===== src/rtl/xsel_pkg.sv =====
// Shared definitions for the x_detect_select slice: Q8.8 grid levels,
// Gray mapping, FSM state type and metric-width helper.
package xsel_pkg;

  // 16-QAM grid levels and decision threshold in Q8.8
  localparam int XSEL_Q88_ONE    = 256;
  localparam int XSEL_Q88_THREE  = 768;
  localparam int XSEL_Q88_THRESH = 512;

  // Gray code per decision region, region 0 (-3) in the low pair up to region 3 (+3)
  localparam logic [7:0] XSEL_GRAY_LUT = 8'b10_11_01_00;

  // Pipeline stages still in flight after the last candidate enters S1
  localparam int unsigned XSEL_FLUSH_CYC = 3;

  typedef enum logic [1:0] {
    XSEL_IDLE,
    XSEL_COLLECT,
    XSEL_FLUSH,
    XSEL_DONE
  } xsel_state_t;

  function automatic int unsigned xsel_met_w(input int unsigned n);
    return 2 * n + 4;
  endfunction

  // Fixed-point constant mult * 2^q
  function automatic int xsel_fix(input int unsigned q, input int mult);
    return mult * (1 << q);
  endfunction

endpackage


===== src/rtl/x_detect_select_slicer.sv =====
// xsel_slicer: hard-slices one component to {-3,-1,+1,+3}, returns the
// Gray bits of the decision and the signed slicing error x - level.
module xsel_slicer
  import xsel_pkg::*;
#(
  parameter int unsigned N         = 16,
  parameter int          LVL_ONE   = XSEL_Q88_ONE,
  parameter int          LVL_THREE = XSEL_Q88_THREE,
  parameter int          THRESH    = XSEL_Q88_THRESH
) (
  input  logic signed [N-1:0] x_i,
  output logic        [1:0]   gray_o,
  output logic signed [N:0]   err_o
);

  localparam logic signed [N-1:0] POS1  = N'(LVL_ONE);
  localparam logic signed [N-1:0] NEG1  = N'(-LVL_ONE);
  localparam logic signed [N-1:0] POS3  = N'(LVL_THREE);
  localparam logic signed [N-1:0] NEG3  = N'(-LVL_THREE);
  localparam logic signed [N-1:0] POS_T = N'(THRESH);
  localparam logic signed [N-1:0] NEG_T = N'(-THRESH);

  logic        [1:0]   region;
  logic signed [N-1:0] lvl;

  // Decision region and reconstruction level
  always_comb begin
    if (x_i < NEG_T) begin
      region = 2'd0;
      lvl    = NEG3;
    end else if (x_i[N-1]) begin
      region = 2'd1;
      lvl    = NEG1;
    end else if (x_i < POS_T) begin
      region = 2'd2;
      lvl    = POS1;
    end else begin
      region = 2'd3;
      lvl    = POS3;
    end
  end

  assign gray_o = XSEL_GRAY_LUT[{region, 1'b0} +: 2];
  assign err_o  = {x_i[N-1], x_i} - {lvl[N-1], lvl};

endmodule


===== src/rtl/x_detect_select.sv =====
// x_detect_select: slices each candidate to the 16-QAM grid, computes the
// squared slicing error and reports the lowest-metric candidate per frame.
// Optional macro XSEL_METRIC_OUT_EN adds the det_metric output.
module x_detect_select
  import xsel_pkg::*;
#(
  parameter int unsigned N     = 16,
  parameter int unsigned Q     = 8,
  parameter int unsigned NUM_Q = 16,
  parameter int unsigned QW    = 4,
  parameter int unsigned MET_W = xsel_met_w(N)
) (
  input  logic                clk,
  input  logic                rst_n,
  input  logic                start_frame,
  input  logic                q_valid,
  input  logic [QW-1:0]       q_index,
  input  logic signed [N-1:0] xI1_in,
  input  logic signed [N-1:0] xQ1_in,
  input  logic signed [N-1:0] xI2_in,
  input  logic signed [N-1:0] xQ2_in,
  output logic                busy,
  output logic                det_valid,
  output logic [QW-1:0]       det_q,
  output logic [7:0]          det_bits,
`ifdef XSEL_METRIC_OUT_EN
  output logic [MET_W-1:0]    det_metric,
`endif
  output logic                ovf
);

  localparam int unsigned CW  = $clog2(NUM_Q + 1);
  localparam int unsigned SQW = 2 * N + 2;

  xsel_state_t   state_q, state_d;
  logic [CW-1:0] cnt_q, cnt_d, cnt_base;
  logic [1:0]    flush_q, flush_d;
  logic          ovf_q, ovf_d;
  logic          accept;
  logic          det_valid_d;

  logic signed [N-1:0] xin [4];
  logic        [1:0]   gray [4];
  logic signed [N:0]   err [4];

  logic                s1_v_q, s2_v_q, s3_v_q;
  logic [QW-1:0]       s1_q_q, s2_q_q, s3_q_q;
  logic [7:0]          s1_bits_q, s2_bits_q, s3_bits_q;
  logic signed [N:0]   s1_e_q [4];
  logic [SQW-1:0]      sq_d [4];
  logic [SQW-1:0]      s2_sq_q [4];
  logic [MET_W-1:0]    met_d, s3_met_q;
  logic signed [SQW-1:0] ext;

  logic [MET_W-1:0]    best_met_q;
  logic [QW-1:0]       best_q_q;
  logic [7:0]          best_bits_q;

  logic                det_valid_q;
  logic [QW-1:0]       det_q_q;
  logic [7:0]          det_bits_q;

  // A start pulse opens the frame in the same cycle, so its candidate counts
  assign accept = q_valid && (start_frame || state_q == XSEL_COLLECT);

  assign xin[0] = xI1_in;
  assign xin[1] = xQ1_in;
  assign xin[2] = xI2_in;
  assign xin[3] = xQ2_in;

  for (genvar k = 0; k < 4; k++) begin : g_slice
    xsel_slicer #(
      .N         (N),
      .LVL_ONE   (xsel_fix(Q, 1)),
      .LVL_THREE (xsel_fix(Q, 3)),
      .THRESH    (xsel_fix(Q, 2))
    ) u_slicer (
      .x_i    (xin[k]),
      .gray_o (gray[k]),
      .err_o  (err[k])
    );
  end

  // State, candidate count, flush timer and sticky overflow
  always_ff @(posedge clk or negedge rst_n) begin
    if (!rst_n) begin
      state_q <= XSEL_IDLE;
      cnt_q   <= '0;
      flush_q <= '0;
      ovf_q   <= 1'b0;
    end else begin
      state_q <= state_d;
      cnt_q   <= cnt_d;
      flush_q <= flush_d;
      ovf_q   <= ovf_d;
    end
  end

  // Next-state: start_frame overrides every state
  always_comb begin
    state_d  = state_q;
    flush_d  = flush_q;
    cnt_base = start_frame ? '0 : cnt_q;
    cnt_d    = cnt_base + CW'(accept);
    ovf_d    = start_frame ? 1'b0 : ovf_q;
    if (start_frame || state_q == XSEL_COLLECT) begin
      state_d = (cnt_d == CW'(NUM_Q)) ? XSEL_FLUSH : XSEL_COLLECT;
      flush_d = '0;
    end else begin
      case (state_q)
        XSEL_FLUSH: begin
          if (q_valid) ovf_d = 1'b1;
          if (flush_q == 2'(XSEL_FLUSH_CYC - 1)) state_d = XSEL_DONE;
          else                                   flush_d = flush_q + 2'd1;
        end
        XSEL_DONE: begin
          if (q_valid) ovf_d = 1'b1;
          state_d = XSEL_IDLE;
        end
        default: ;
      endcase
    end
  end

  // Outputs decoded from state
  always_comb begin
    busy        = (state_q == XSEL_COLLECT) || (state_q == XSEL_FLUSH);
    det_valid_d = (state_q == XSEL_DONE);
  end

  // S2 squares of the sign-extended errors
  always_comb begin
    ext  = '0;
    sq_d = '{default: '0};
    for (int unsigned k = 0; k < 4; k++) begin
      ext     = {{(N + 1){s1_e_q[k][N]}}, s1_e_q[k]};
      sq_d[k] = ext * ext;
    end
  end

  // S3 sum of the four squares
  always_comb begin
    met_d = '0;
    for (int unsigned k = 0; k < 4; k++) met_d = met_d + MET_W'(s2_sq_q[k]);
  end

  // S1..S3 pipeline registers; start_frame squashes entries already in flight
  always_ff @(posedge clk or negedge rst_n) begin
    if (!rst_n) begin
      s1_v_q <= 1'b0; s2_v_q <= 1'b0; s3_v_q <= 1'b0;
      s1_q_q <= '0;   s2_q_q <= '0;   s3_q_q <= '0;
      s1_bits_q <= '0; s2_bits_q <= '0; s3_bits_q <= '0;
      s3_met_q  <= '0;
      for (int unsigned k = 0; k < 4; k++) begin
        s1_e_q[k]  <= '0;
        s2_sq_q[k] <= '0;
      end
    end else begin
      s1_v_q    <= accept;
      s1_q_q    <= q_index;
      s1_bits_q <= {gray[0], gray[1], gray[2], gray[3]};
      for (int unsigned k = 0; k < 4; k++) begin
        s1_e_q[k]  <= err[k];
        s2_sq_q[k] <= sq_d[k];
      end
      s2_v_q    <= s1_v_q && !start_frame;
      s2_q_q    <= s1_q_q;
      s2_bits_q <= s1_bits_q;
      s3_v_q    <= s2_v_q && !start_frame;
      s3_q_q    <= s2_q_q;
      s3_bits_q <= s2_bits_q;
      s3_met_q  <= met_d;
    end
  end

  // S4 best tracker: strict less-than keeps the earliest of equal metrics
  always_ff @(posedge clk or negedge rst_n) begin
    if (!rst_n) begin
      best_met_q  <= '1;
      best_q_q    <= '0;
      best_bits_q <= '0;
    end else if (start_frame) begin
      best_met_q  <= '1;
    end else if (s3_v_q && (s3_met_q < best_met_q)) begin
      best_met_q  <= s3_met_q;
      best_q_q    <= s3_q_q;
      best_bits_q <= s3_bits_q;
    end
  end

  // Result registers, loaded on the DONE cycle and held until the next result
  always_ff @(posedge clk or negedge rst_n) begin
    if (!rst_n) begin
      det_valid_q <= 1'b0;
      det_q_q     <= '0;
      det_bits_q  <= '0;
    end else begin
      det_valid_q <= det_valid_d;
      if (det_valid_d) begin
        det_q_q    <= best_q_q;
        det_bits_q <= best_bits_q;
      end
    end
  end

`ifdef XSEL_METRIC_OUT_EN
  logic [MET_W-1:0] det_met_q;

  // Winning metric, registered alongside det_valid
  always_ff @(posedge clk or negedge rst_n) begin
    if (!rst_n)           det_met_q <= '0;
    else if (det_valid_d) det_met_q <= best_met_q;
  end

  assign det_metric = det_met_q;
`endif

  assign det_valid = det_valid_q;
  assign det_q     = det_q_q;
  assign det_bits  = det_bits_q;
  assign ovf       = ovf_q;

endmodule


===== config.mk =====
export PLATFORM = sky130hd
export DESIGN_NAME = x_detect_select
export DESIGN_NICKNAME = d
export VERILOG_FILES = /design/src/rtl/xsel_pkg.sv /design/src/rtl/x_detect_select_slicer.sv /design/src/rtl/x_detect_select.sv
export SDC_FILE = /design/constraint.sdc
export NUM_CORES = 2
export LEC_CHECK = 0
export ABC_CLOCK_PERIOD_IN_PS = 12800
export CORE_ASPECT_RATIO = 0.8
export CORE_MARGIN = 1
export CORE_UTILIZATION = 63
export DETAILED_ROUTE_END_ITERATION = 8
export HOLD_SLACK_MARGIN = 0.02
export PLACE_DENSITY = 0.77
export SKIP_CTS_REPAIR_TIMING = 1
export SLEW_MARGIN = 20
export SYNTH_ARGS = -nofsm -noshare
export SYNTH_HDL_FRONTEND = slang
export SYNTH_SLANG_ARGS = --single-unit

===== constraint.sdc =====
create_clock -name clk -period 12.8 [get_ports clk]
set_input_delay 2.56 -clock clk [delete_from_list [all_inputs] [get_ports clk]]
set_output_delay 2.56 -clock clk [all_outputs]
set_load 0.01 [all_outputs]

==> reports/qor.csv <==
metric;value;unit
fin nets;7107;
async set-or-reset flop fraction in the synthesized netlist;1.00;
number of max-slew violations in the final report;0;
reg2reg end;s2_sq_q[134]$_DFF_PN0_;
WP data arrival;7.84;ns
CP startpoint kind;flop;
Post-synth EDFFs;0;
Critical Path Start;s1_e_q[66]$_DFF_PN0_;
Ports;87;
count leader, synth;inv_1;
core area;85800;um^2
max-cap violations;0;
RR Startpoint;s1_e_q[66]$_DFF_PN0_;
post-DP HPWL;98.1;mm
Clock Tree Buf Depth;3;
Avg Synthesized Cell Area;10.1;um^2
Worst Tran Pin Value;1.05;ns
GRT Overall Usage;0.289;
Top delay family on crit path;adder cells;
crit path cell chain;inv_1 > nor2_1 > inv_1 > fa_1 > inv_1 > fa_1 > fa_1 > fa_1 > fa_1 > inv_1 > fa_1 > inv_1 > ha_1 > nand2_1 > o21ai_0 > a2111oi_0 > o211ai_1 > a221oi_2 > o21a_1 > o21bai_1 > a21oi_1 > xnor2_1;
First-pass DRT Iterations;8;
run status;finished, final reports clean;
Reg2Reg Setup Slack;5.47;ns
drt wl/cell;18.0;um
number of fill cells;6631;
largest net degree at the start of global routing;96;
leading area contributor after synthesis;fa_1;
CP peak stage delay;0.78;ns
initial antenna violation count;6;
Die Footprint;87900;um^2
kind of critical path;flop to flop;
Fin. Hold Viols;0;
ANT cells;0;
setup_tns;0;ns
Synth Warn #;0;
crit path time final;7.33;ns
cell mode on critical path;fa_1;
Slew headroom;0.303;
Req. time, crit path;13.31;ns
ratio of cells with drive above 1 in the final layout;0.0327;
crit path max-delay cell type;dfrtp_1;
number of cells on the worst reg-to-reg path;22;
DRC Markers;0;
synthesized flop and latch total;346;
Cell Area, Synth;54600;um^2
DR vias/cell;5.41;
GP Congestion;0.945;
Crit. End Element;flop;
skew final;0.0329;ns
first-pass GRT wire length;198;mm
fin crit share;0.573;
Root Driver;clkbuf_16;
Syn Inst Count;5387;
Cell Rows;96;
Crit path buffers/inverters;5;
Post-synth top cells;inv_1 (1454), fa_1 (1134), ha_1 (493);
sequential area share after synthesis;0.159;
GRT overflow;0;
starting DRC count in detailed routing;2106;
Yosys cell types;79;
Top FF cell, synth;dfrtp_1;
area delta synth->final;6.10;%
Vias;35513;
Synth top area share;0.416;
clock latency on the worst-skew pair;0.61;ns
TritonCTS clock tree;yes;
worst hold path type;flop to flop;
top post-synthesis cells by area;fa_1 (42%), dfrtp_1 (14%), ha_1 (11%);
Max H-tree Level;2;
Die X;331;um
RSZ-0062 raised after global routing;no;
Detail Route Antenna Nets;0;
clk slew on worst S/H paths;0.07;ns
Num CTS Buffers;40;
Setup Viol. Count Final;0;
Die Span Y;265;um
fmax;136;MHz
Critical Path Sink;s2_sq_q[134]$_DFF_PN0_;
WP depth;22;
vias in the first global route;38957;
crit path max fanout;18;
hold_sp;s1_bits_q[3]$_DFF_PN0_;
initial core utilization;0.637;
Total Wirelength;118;mm
Port Buffers;86;
clock sinks;346;
==> state kept, by name, indices dropped and copies added, names as in the netlist, 2 cells and up <==
| signal | count |
|---|---|
| s2_q_q | 4 |
| s1_e_q | 51 |
| s2_bits_q | 8 |
| det_bits | 8 |
| s3_met_q | 36 |
| flush_q | 2 |
| cnt_q | 5 |
| best_q_q | 4 |
| s1_bits_q | 8 |
| s1_q_q | 4 |
| s3_q_q | 4 |
| det_q | 4 |
| best_bits_q | 8 |
| s3_bits_q | 8 |
| best_met_q | 36 |
| s2_sq_q | 132 |
| state_q | 2 |
| ext | 17 |
==> cells in the final DEF (no fill, tap or decap), types with 96 or more instances in the layout <==
cell type	n
fa_1	1134
inv_1	1454
xnor2_1	182
dfrtp_1	310
a21o_1	97
o21ai_0	96
a21oi_1	143
ha_1	493
nor2_1	200
and2_1	213
nand2_1	367
==> metrics by stage <==
stage	setup WS, ns	instance area [um^2]	std cells	hold WS, ns	util
floorplan	6.46	54600	5388	0.331	-
global placement	5.63	56500	6493	0.332	0.659
detailed placement	5.50	56500	6493	0.335	0.659
CTS	5.49	57900	6567	0.349	0.676
global route	4.98	57900	6567	0.352	0.676
finish	5.47	57900	6567	0.345	0.676
==> worst min path at each step <==
stage,endpoint,cells past startpoint
6_report,s2_bits_q[3]$_DFF_PN0_,0
3_5_place_dp,s2_q_q[1]$_DFF_PN0_,0
5_1_grt,s2_q_q[2]$_DFF_PN0_,0
3_3_place_gp,s2_bits_q[6]$_DFF_PN0_,0
4_1_cts,s2_q_q[1]$_DFF_PN0_,0
2_1_floorplan,s2_bits_q[0]$_DFF_PN0_,0
==> area by class of cell <==
cell class / instances / area [um^2] / share of cell area
multi-input cells: 3467 / 40000 / 0.690
flip-flops and latches: 346 / 8700 / 0.150
inverters: 1457 / 5470 / 0.0944
well taps: 1127 / 1410 / 0.0243
clock buffers: 48 / 1090 / 0.0189
repair buffers: 96 / 936 / 0.0162
clock inverters: 26 / 339 / 0.00585
==> metal layers <==
metal | up-vias | track usage | share of wire
met5 | - | 0 | 0.00048
met4 | 8 | 0.0736 | 0.026
met3 | 197 | 0.0661 | 0.073
met2 | 937 | 0.459 | 0.47
met1 | 18177 | 0.405 | 0.43
li1 | 16194 | - | -
==> kinds of logic after synthesis <==
kind of cell / Yosys count / synth area share
AO/OA/AOI/OAI: 553 / 0.0690
XOR/XNOR: 244 / 0.0391
AND/OR/NAND/NOR: 1010 / 0.0891
other: 2 / 0.000138
multiplexers: 30 / 0.00605
adder cells (fa/ha/maj): 1627 / 0.529
buffers and inverters: 1575 / 0.109
flip-flops: 346 / 0.159
Power is left out: the tool's default activity adds up to more than one toggle a clock period on the data nets, which glitch-free logic cannot reach.
